## src/rtl/if_id_buffer_if.sv

```systemverilog
// if_id_buffer_if: fetch-side, decode-side and status signals of the IF/ID buffer
interface if_id_buffer_if;
  logic        if_valid;
  logic        if_ready;
  logic [31:0] if_pc;
  logic [31:0] if_instr;
  logic        flush;
  logic        id_valid;
  logic        id_ready;
  logic [31:0] id_pc;
  logic [31:0] id_instr;
  logic [1:0]  occupancy;
  logic [15:0] stall_cycles;
  modport master (
    output if_valid, if_pc, if_instr, flush, id_ready,
    input  if_ready, id_valid, id_pc, id_instr, occupancy, stall_cycles
  );
  modport slave (
    input  if_valid, if_pc, if_instr, flush, id_ready,
    output if_ready, id_valid, id_pc, id_instr, occupancy, stall_cycles
  );
endinterface

```

## src/rtl/if_id_buffer.sv

```systemverilog
// if_id_buffer: two-entry elastic IF/ID pipeline buffer with flush and saturating stall counter
module if_id_buffer (
  input logic clk,
  input logic reset,
  if_id_buffer_if.slave bus
);
  typedef enum logic [1:0] {EMPTY = 2'd0, ONE = 2'd1, FULL = 2'd2} state_e;
  state_e state_q, state_d;
  logic [63:0] head_q, head_d, tail_q, tail_d, in_entry;
  logic [15:0] stall_q, stall_d;
  logic push, pop;
  assign in_entry = {bus.if_pc, bus.if_instr};
  assign bus.if_ready = state_q != FULL;
  assign bus.id_valid = state_q != EMPTY;
  assign bus.occupancy = state_q;
  assign {bus.id_pc, bus.id_instr} = head_q;
  assign bus.stall_cycles = stall_q;
  assign push = bus.if_valid && bus.if_ready;
  assign pop = bus.id_valid && bus.id_ready;
  assign stall_d = (bus.id_valid && !bus.id_ready && stall_q != 16'hFFFF) ? stall_q + 16'd1 : stall_q;
  // head is zeroed whenever the buffer drains so an empty buffer shows PC/instr 0
  always_comb begin
    state_d = state_q;
    head_d = head_q;
    tail_d = tail_q;
    if (bus.flush) begin
      state_d = EMPTY;
      head_d = '0;
    end else begin
      case (state_q)
        EMPTY: if (push) begin
          state_d = ONE;
          head_d = in_entry;
        end
        ONE: if (push && pop) head_d = in_entry;
        else if (push) begin
          tail_d = in_entry;
          state_d = FULL;
        end else if (pop) begin
          state_d = EMPTY;
          head_d = '0;
        end
        FULL: if (pop) begin
          head_d = tail_q;
          state_d = ONE;
        end
        default: begin
          state_d = EMPTY;
          head_d = '0;
        end
      endcase
    end
  end
  always_ff @(posedge clk) begin
    if (reset) begin
      state_q <= EMPTY;
      head_q <= '0;
      tail_q <= '0;
      stall_q <= '0;
    end else begin
      state_q <= state_d;
      head_q <= head_d;
      tail_q <= tail_d;
      stall_q <= stall_d;
    end
  end
endmodule

```

## src/flat_wrapper.sv

```systemverilog
// flat-port wrapper written by rule: the top's interface ports become plain ports
module if_id_buffer_flat 
  (clk, reset, bus_if_valid, bus_if_pc, bus_if_instr, bus_flush, bus_id_ready, bus_if_ready, bus_id_valid, bus_id_pc, bus_id_instr, bus_occupancy, bus_stall_cycles);
  if_id_buffer_if bus_i ();
  input logic clk;
  input logic reset;
  input wire logic [$bits(bus_i.if_valid)-1:0] bus_if_valid;
  input wire logic [$bits(bus_i.if_pc)-1:0] bus_if_pc;
  input wire logic [$bits(bus_i.if_instr)-1:0] bus_if_instr;
  input wire logic [$bits(bus_i.flush)-1:0] bus_flush;
  input wire logic [$bits(bus_i.id_ready)-1:0] bus_id_ready;
  output wire logic [$bits(bus_i.if_ready)-1:0] bus_if_ready;
  output wire logic [$bits(bus_i.id_valid)-1:0] bus_id_valid;
  output wire logic [$bits(bus_i.id_pc)-1:0] bus_id_pc;
  output wire logic [$bits(bus_i.id_instr)-1:0] bus_id_instr;
  output wire logic [$bits(bus_i.occupancy)-1:0] bus_occupancy;
  output wire logic [$bits(bus_i.stall_cycles)-1:0] bus_stall_cycles;
  assign bus_i.if_valid = bus_if_valid;
  assign bus_i.if_pc = bus_if_pc;
  assign bus_i.if_instr = bus_if_instr;
  assign bus_i.flush = bus_flush;
  assign bus_i.id_ready = bus_id_ready;
  assign bus_if_ready = bus_i.if_ready;
  assign bus_id_valid = bus_i.id_valid;
  assign bus_id_pc = bus_i.id_pc;
  assign bus_id_instr = bus_i.id_instr;
  assign bus_occupancy = bus_i.occupancy;
  assign bus_stall_cycles = bus_i.stall_cycles;
  if_id_buffer u_core (.clk(clk), .reset(reset), .bus(bus_i));
endmodule
```

## config.mk

```make
export PLATFORM = sky130hd
export DESIGN_NAME = if_id_buffer_flat
export DESIGN_NICKNAME = d
export VERILOG_FILES = /design/src/rtl/if_id_buffer_if.sv /design/src/rtl/if_id_buffer.sv /design/src/flat_wrapper.sv
export SDC_FILE = /design/constraint.sdc
export NUM_CORES = 1
export LEC_CHECK = 0
export CAP_MARGIN = 20
export CORE_MARGIN = 2
export CORE_UTILIZATION = 25
export DETAILED_ROUTE_END_ITERATION = 10
export GPL_TIMING_DRIVEN = 0
export PLACE_DENSITY = 0.47
export SETUP_SLACK_MARGIN = 0.5
export SYNTH_ARGS = -nofsm -noshare
export SYNTH_HDL_FRONTEND = slang
export SYNTH_SLANG_ARGS = --single-unit
export TNS_END_PERCENT = 20
```

## constraint.sdc

```tcl
create_clock -name clk -period 4.2 [get_ports clk]
set_input_delay 1.26 -clock clk [delete_from_list [all_inputs] [get_ports clk]]
set_output_delay 1.26 -clock clk [all_outputs]
set_load 0.02 [all_outputs]
```

# Word-level counts from Yosys, hierarchy flattened
# Index checks and enable logic that the tools add are counted.
[totals]
reg_bits = 146
output_inout_bits = 84
[classes]
n_addsub = 1
n_eq_ne = 10
n_mux = 12
bitwise_logic = 2
reduce_logical = 12
[ops]
columns = ["cell", "count"]
rows = [
  ["$mux W64", 5],
  ["$pmux W64 S3", 1],
  ["$add A16 B1 Y16 const B", 1],
  ["$ne A16 B16 Y1 const B", 1],
  ["$reduce_and A4 Y1", 3],
  ["$mux W2", 5],
  ["$ne A3 B1 Y1 const B", 2],
  ["$pmux W2 S3", 1],
  ["$logic_and A1 B1 Y1", 5],
  ["$ne A2 B1 Y1 const B", 2],
  ["$ne A2 B2 Y1 const B", 2],
  ["$ne A3 B3 Y1 const B", 1],
  ["$eq A2 B1 Y1 const B", 1],
  ["$eq A2 B2 Y1 const B", 1],
  ["$logic_not A2 Y1", 1],
  ["$not A1 Y1", 2],
  ["$reduce_bool A2 Y1", 1],
  ["$reduce_or A2 Y1", 1],
  ["$logic_not A1 Y1", 1],
]

# Longest topological paths before layout
[depth]
ltp_word = 6
ltp_mapped = 8
depth_no_buf = 5

# Worst setup path before layout
# OpenSTA, ideal clock, no wires.
[synth_path]
kind = "input-to-reg"
from = "input bus_id_ready"
to = "register u_core.stall_q[15] (netlist: u_core.bus.stall_cycles[15])"
setup_time_ns = 0.070
arrival_ns = 2.709
path_slack_ns = 1.421
path_stages = 5
path_buffers = 1
path_cell_list = "o21bai_2 > buf_6 > or4_4 > or4_1 > a21oi_1"
[synth_via]
elab_chain_cells = 3
[synth_lines]
columns = ["item", "line_no", "text"]
rows = [
  ["start: declaration", "flat_wrapper.sv:11", "input wire logic [$bits(bus_i.id_ready)-1:0] bus_id_ready;"],
  ["$logic_not A1 Y1", "if_id_buffer.sv:20", "assign stall_d = (bus.id_valid && !bus.id_ready && stall_q != 16'hFFFF) ? stall_q + 16'd1 : stall_q;"],
  ["$logic_and A1 B1 Y1 (2 in a row)", "if_id_buffer.sv:20", ""],
  ["end signal: assignment", "if_id_buffer.sv:64", "stall_q <= stall_d;"],
  ["end: declaration", "if_id_buffer.sv:10", "logic [15:0] stall_q, stall_d;"],
]
# Every way passes these cells.
# A chain may end at the register's enable or synchronous reset.

# Worst setup path in the final report
[layout_path]
from = "register u_core.state_q[0] (netlist: u_core.bus.occupancy[0])"
to = "output bus_if_ready"
[layout_via]
elab_chain_cells = 1
[layout_lines]
columns = ["item", "line_no", "text"]
rows = [
  ["start: declaration", "if_id_buffer.sv:8", "state_e state_q, state_d;"],
  ["start signal: assignment", "if_id_buffer.sv:61", "state_q <= state_d;"],
  ["$ne A2 B2 Y1", "if_id_buffer.sv:13", "assign bus.if_ready = state_q != FULL;"],
  ["end: declaration", "flat_wrapper.sv:12", "output wire logic [$bits(bus_i.if_ready)-1:0] bus_if_ready;"],
]
# Every way passes these cells.

==> impl_metrics.env <==
export IMPL_status="finished clean"
export IMPL_yosys_area_share_adder_pct=0.196
export IMPL_muxShareOfSynthArea_pct=0.648
export IMPL_p_clk_share_pct=46.4
export IMPL_grt_start_max_net_pins=17
export IMPL_tightestPinTransition_ns=1.07
export IMPL_cp_end_kind="primary output"
export IMPL_grt_pass1_vias=5783
export IMPL_critPathBufInv=4
export IMPL_min_path_cells=2
export IMPL_final_cell_mix="clkdlybuf4s50_1 (152), dfxtp_1 (146), inv_1 (134)"
export IMPL_start_util_pct=25.4
export IMPL_drtIter0Drc=396
export IMPL_hold_viol=0
export IMPL_crit_chain="buf_4 > nand2b_1 > clkbuf_1 > clkbuf_1 > clkdlybuf4s50_1"
export IMPL_power_share_switching_pct=24.5
export IMPL_path_depth=5
export IMPL_timing_rr_end="u_core.head_q[47]"
export IMPL_path_clk_slew_ns=0.06
export IMPL_ys_types=36
export IMPL_synth_simple_area_share_pct=16.0
export IMPL_slowest_delay_ns=0.71
export IMPL_drt_pass1_iter_count=6
export IMPL_rsz0062_at_grt="true"
export IMPL_ctsLongestPathBuffers=2
export IMPL_ys_warn_count=0
export IMPL_wl_um=21600
export IMPL_cts_buffers=17
export IMPL_synth_edf_count=0
export IMPL_htreeDepth=4
export IMPL_grt_overflow=0
export IMPL_dieArea_um2=26800
export IMPL_grt_busiest_layer="met2"
export IMPL_synth_top_family_by_area="compound AO/OA/AOI/OAI gates"
export IMPL_critPathMostFrequentCell="clkbuf_1"
export IMPL_grt_pass1_wl_um=33500
export IMPL_critPathArrivalTime_ns=2.38
export IMPL_synth_net_count=893
export IMPL_critPathTopFamily="buffers and inverters"
export IMPL_synth_xor_area_share_pct=0
export IMPL_die_w_um=164
export IMPL_insertion_delay_ns=0.43
export IMPL_crit_path_start_kind="register"
export IMPL_p_comb_share_pct=11.2
export IMPL_hp_start="u_core.tail_q[36]"
export IMPL_r2r_start="u_core.bus.occupancy[0]"
export IMPL_place_congestion=0.730
export IMPL_place_detailed_hpwl_um=15000
export IMPL_maxCapViolCount=0
export IMPL_ant_nets=0
export IMPL_syn_area_um2=6370
export IMPL_hold_end="u_core.tail_q[36]"
export IMPL_avgSynthCellArea_um2=7.74
export IMPL_critPathKind="reg2out"
export IMPL_met1_usage_pct=23.2
export IMPL_root_buffer="clkbuf_16"
export IMPL_die_h_um=164
export IMPL_period_minus_slack_ns=3.64
export IMPL_cts_setup_buffers=0
export IMPL_p_total_w=0.00337
export IMPL_p_leak_nw=3.01
export IMPL_final_common_cell="clkdlybuf4s50_1"
export IMPL_internal_power_w=0.00254
export IMPL_fin_skew_ns=0.00887
export IMPL_io_buffers=152
export IMPL_routedWlPerCell_um=16.1
export IMPL_clkSinkCount=146
export IMPL_synth_compound_area_share_pct=25.0
export IMPL_vias=6189
export IMPL_synth_cells=823
export IMPL_grt_usage_pct=16.3
export IMPL_fillers=2667
export IMPL_use_met3_pct=3.63
export IMPL_rows=58
export IMPL_startpoint="u_core.bus.occupancy[0]"
export IMPL_fin_crit_sh_pct=86.7
export IMPL_holdCritPathClass="reg2reg"
export IMPL_areaGrowthSynthToFinish_pct=39.9
export IMPL_synth_seq_area_share_pct=45.9
export IMPL_utilization_pct=35.5
export IMPL_antenna_cells=0
export IMPL_drc=0
export IMPL_avgViaCountPerCell=4.63
export IMPL_layout_drive_gt1_share_pct=4.27
export IMPL_max_freq_mhz=275
export IMPL_reg2reg_depth=7
export IMPL_drv_slew=0
export IMPL_async_reset_ff_share_pct=0
export IMPL_ir_drop_mv=0.225
export IMPL_setup_viol=0
export IMPL_crit_fanout=10
export IMPL_synth_ff_type="dfxtp_1"
export IMPL_finalNetCount=1065
export IMPL_slew_headroom_pct=28.5
export IMPL_switching_power_w=0.000827
export IMPL_finalSetupTns_ns=0
export IMPL_power_density_nw_per_um2=378
export IMPL_worst_path_max_delay_cell="clkdlybuf4s50_1"
export IMPL_cp_required_ns=2.94
export IMPL_grtUsageMet2_pct=24.9
export IMPL_fp_coreArea_um2=25100
export IMPL_cts_tree="built"
export IMPL_pwr_share_seq_pct=42.4
export IMPL_io_pins=153
export IMPL_antenna_found_initial=0
export IMPL_yosys_register_bits=146
export IMPL_r2r_slack_ns=1.69
-- worst max path at each step --
stage	endpoint	slack, ns
after floorplan	u_core.bus.stall_cycles[15]	1.42
final	bus_if_ready	0.56
after detailed placement	u_core.head_q[38]	0.18
after global routing	bus_if_ready	0.43
after CTS	bus_id_valid	0.54
after global placement	u_core.head_q[38]	0.20
-- cell families (layout without fill, tap and decap cells) --
kind of cell               after synthesis  after routing
AOI/OAI and AO/OA                      228            228
DFF                                    146            146
and+or+nand+nor                        240            240
buffers and inverters                  204            387
adders and majority gates                1              1
muxes                                    4              4
-- metrics by stage --
stage | setup slack (ns) | hold slack, ns | instance area, um2 | cells
after global placement | 0.203 | 0.442 | 8300 | 1305
after CTS | 0.541 | 0.455 | 8900 | 1335
after global routing | 0.426 | 0.468 | 8910 | 1336
final | 0.557 | 0.452 | 8910 | 1336
after detailed placement | 0.180 | 0.447 | 8300 | 1305
after floorplan | 1.42 | 0.436 | 6370 | 823
-- power groups by stage --
stage	logic [W]	registers, W	clock network (W)
floorplan	0.000163	0.00149	0
global placement	0.000379	0.00146	0
detailed placement	0.000378	0.00146	0
CTS	0.000381	0.00143	0.00161
global route	0.000414	0.00143	0.00167
finish	0.000377	0.00143	0.00156
-- area by class of cell --
| cell class | instances | area [um2] | share of cell area [%] |
|---|---|---|---|
| Buffer | 70 | 280 | 3.14 |
| Clock buffer | 21 | 460 | 5.17 |
| Clock inverter | 9 | 131 | 1.47 |
| Inverter | 134 | 503 | 5.64 |
| Multi-Input combinational cell | 473 | 2670 | 30.0 |
| Sequential cell | 146 | 2920 | 32.8 |
| Tap cell | 330 | 413 | 4.63 |
| Timing Repair Buffer | 153 | 1530 | 17.2 |
-- repair_timing --
item | 4_1_cts | 5_1_grt
hold endpoints to repair | 0 | 0
setup endpoints to repair | 1 | 4
hold buffers | 0 | 0
gates resized for setup | 2 | 1
-- sequential cells by signal (all words and copies together), names as in the netlist --
register,flops
u_core.bus.stall_cycles,16
u_core.head_q,64
u_core.tail_q,64
u_core.bus.occupancy,2
-- worst min-delay path, stage by stage, from the launching register on --
cell	delay (ns)
dfxtp_1	0.30
nand2_1	0.05
a21oi_1	0.05
-- cells in the mapped netlist, types with 2 or more instances --
cell,instances,area (um2)
a211oi_1,3,22.5
a21oi_1,78,390
a22oi_1,64,480
buf_1,4,15.0
buf_4,2,15.0
clkbuf_1,63,236
dfxtp_1,146,2920
inv_1,134,503
mux2i_1,3,30.0
nand2_1,132,495
nand2b_1,3,18.8
nand3_1,4,20.0
nand4_1,5,31.3
nor2_1,68,255
nor3b_1,2,15.0
nor4_1,2,12.5
o21ai_0,3,15.0
o31ai_1,10,75.1
o32ai_1,64,561
or2_2,4,25.0
or3_1,7,43.8
or4_1,8,60.1
-- layer usage --
metal | part of all wire (%) | wire (um)
met4 | 1.0 | 225
met2 | 45 | 9630
met5 | 0 | 0
met3 | 4.8 | 1040
met1 | 49 | 10700
Power figures use the tool's default switching activity.
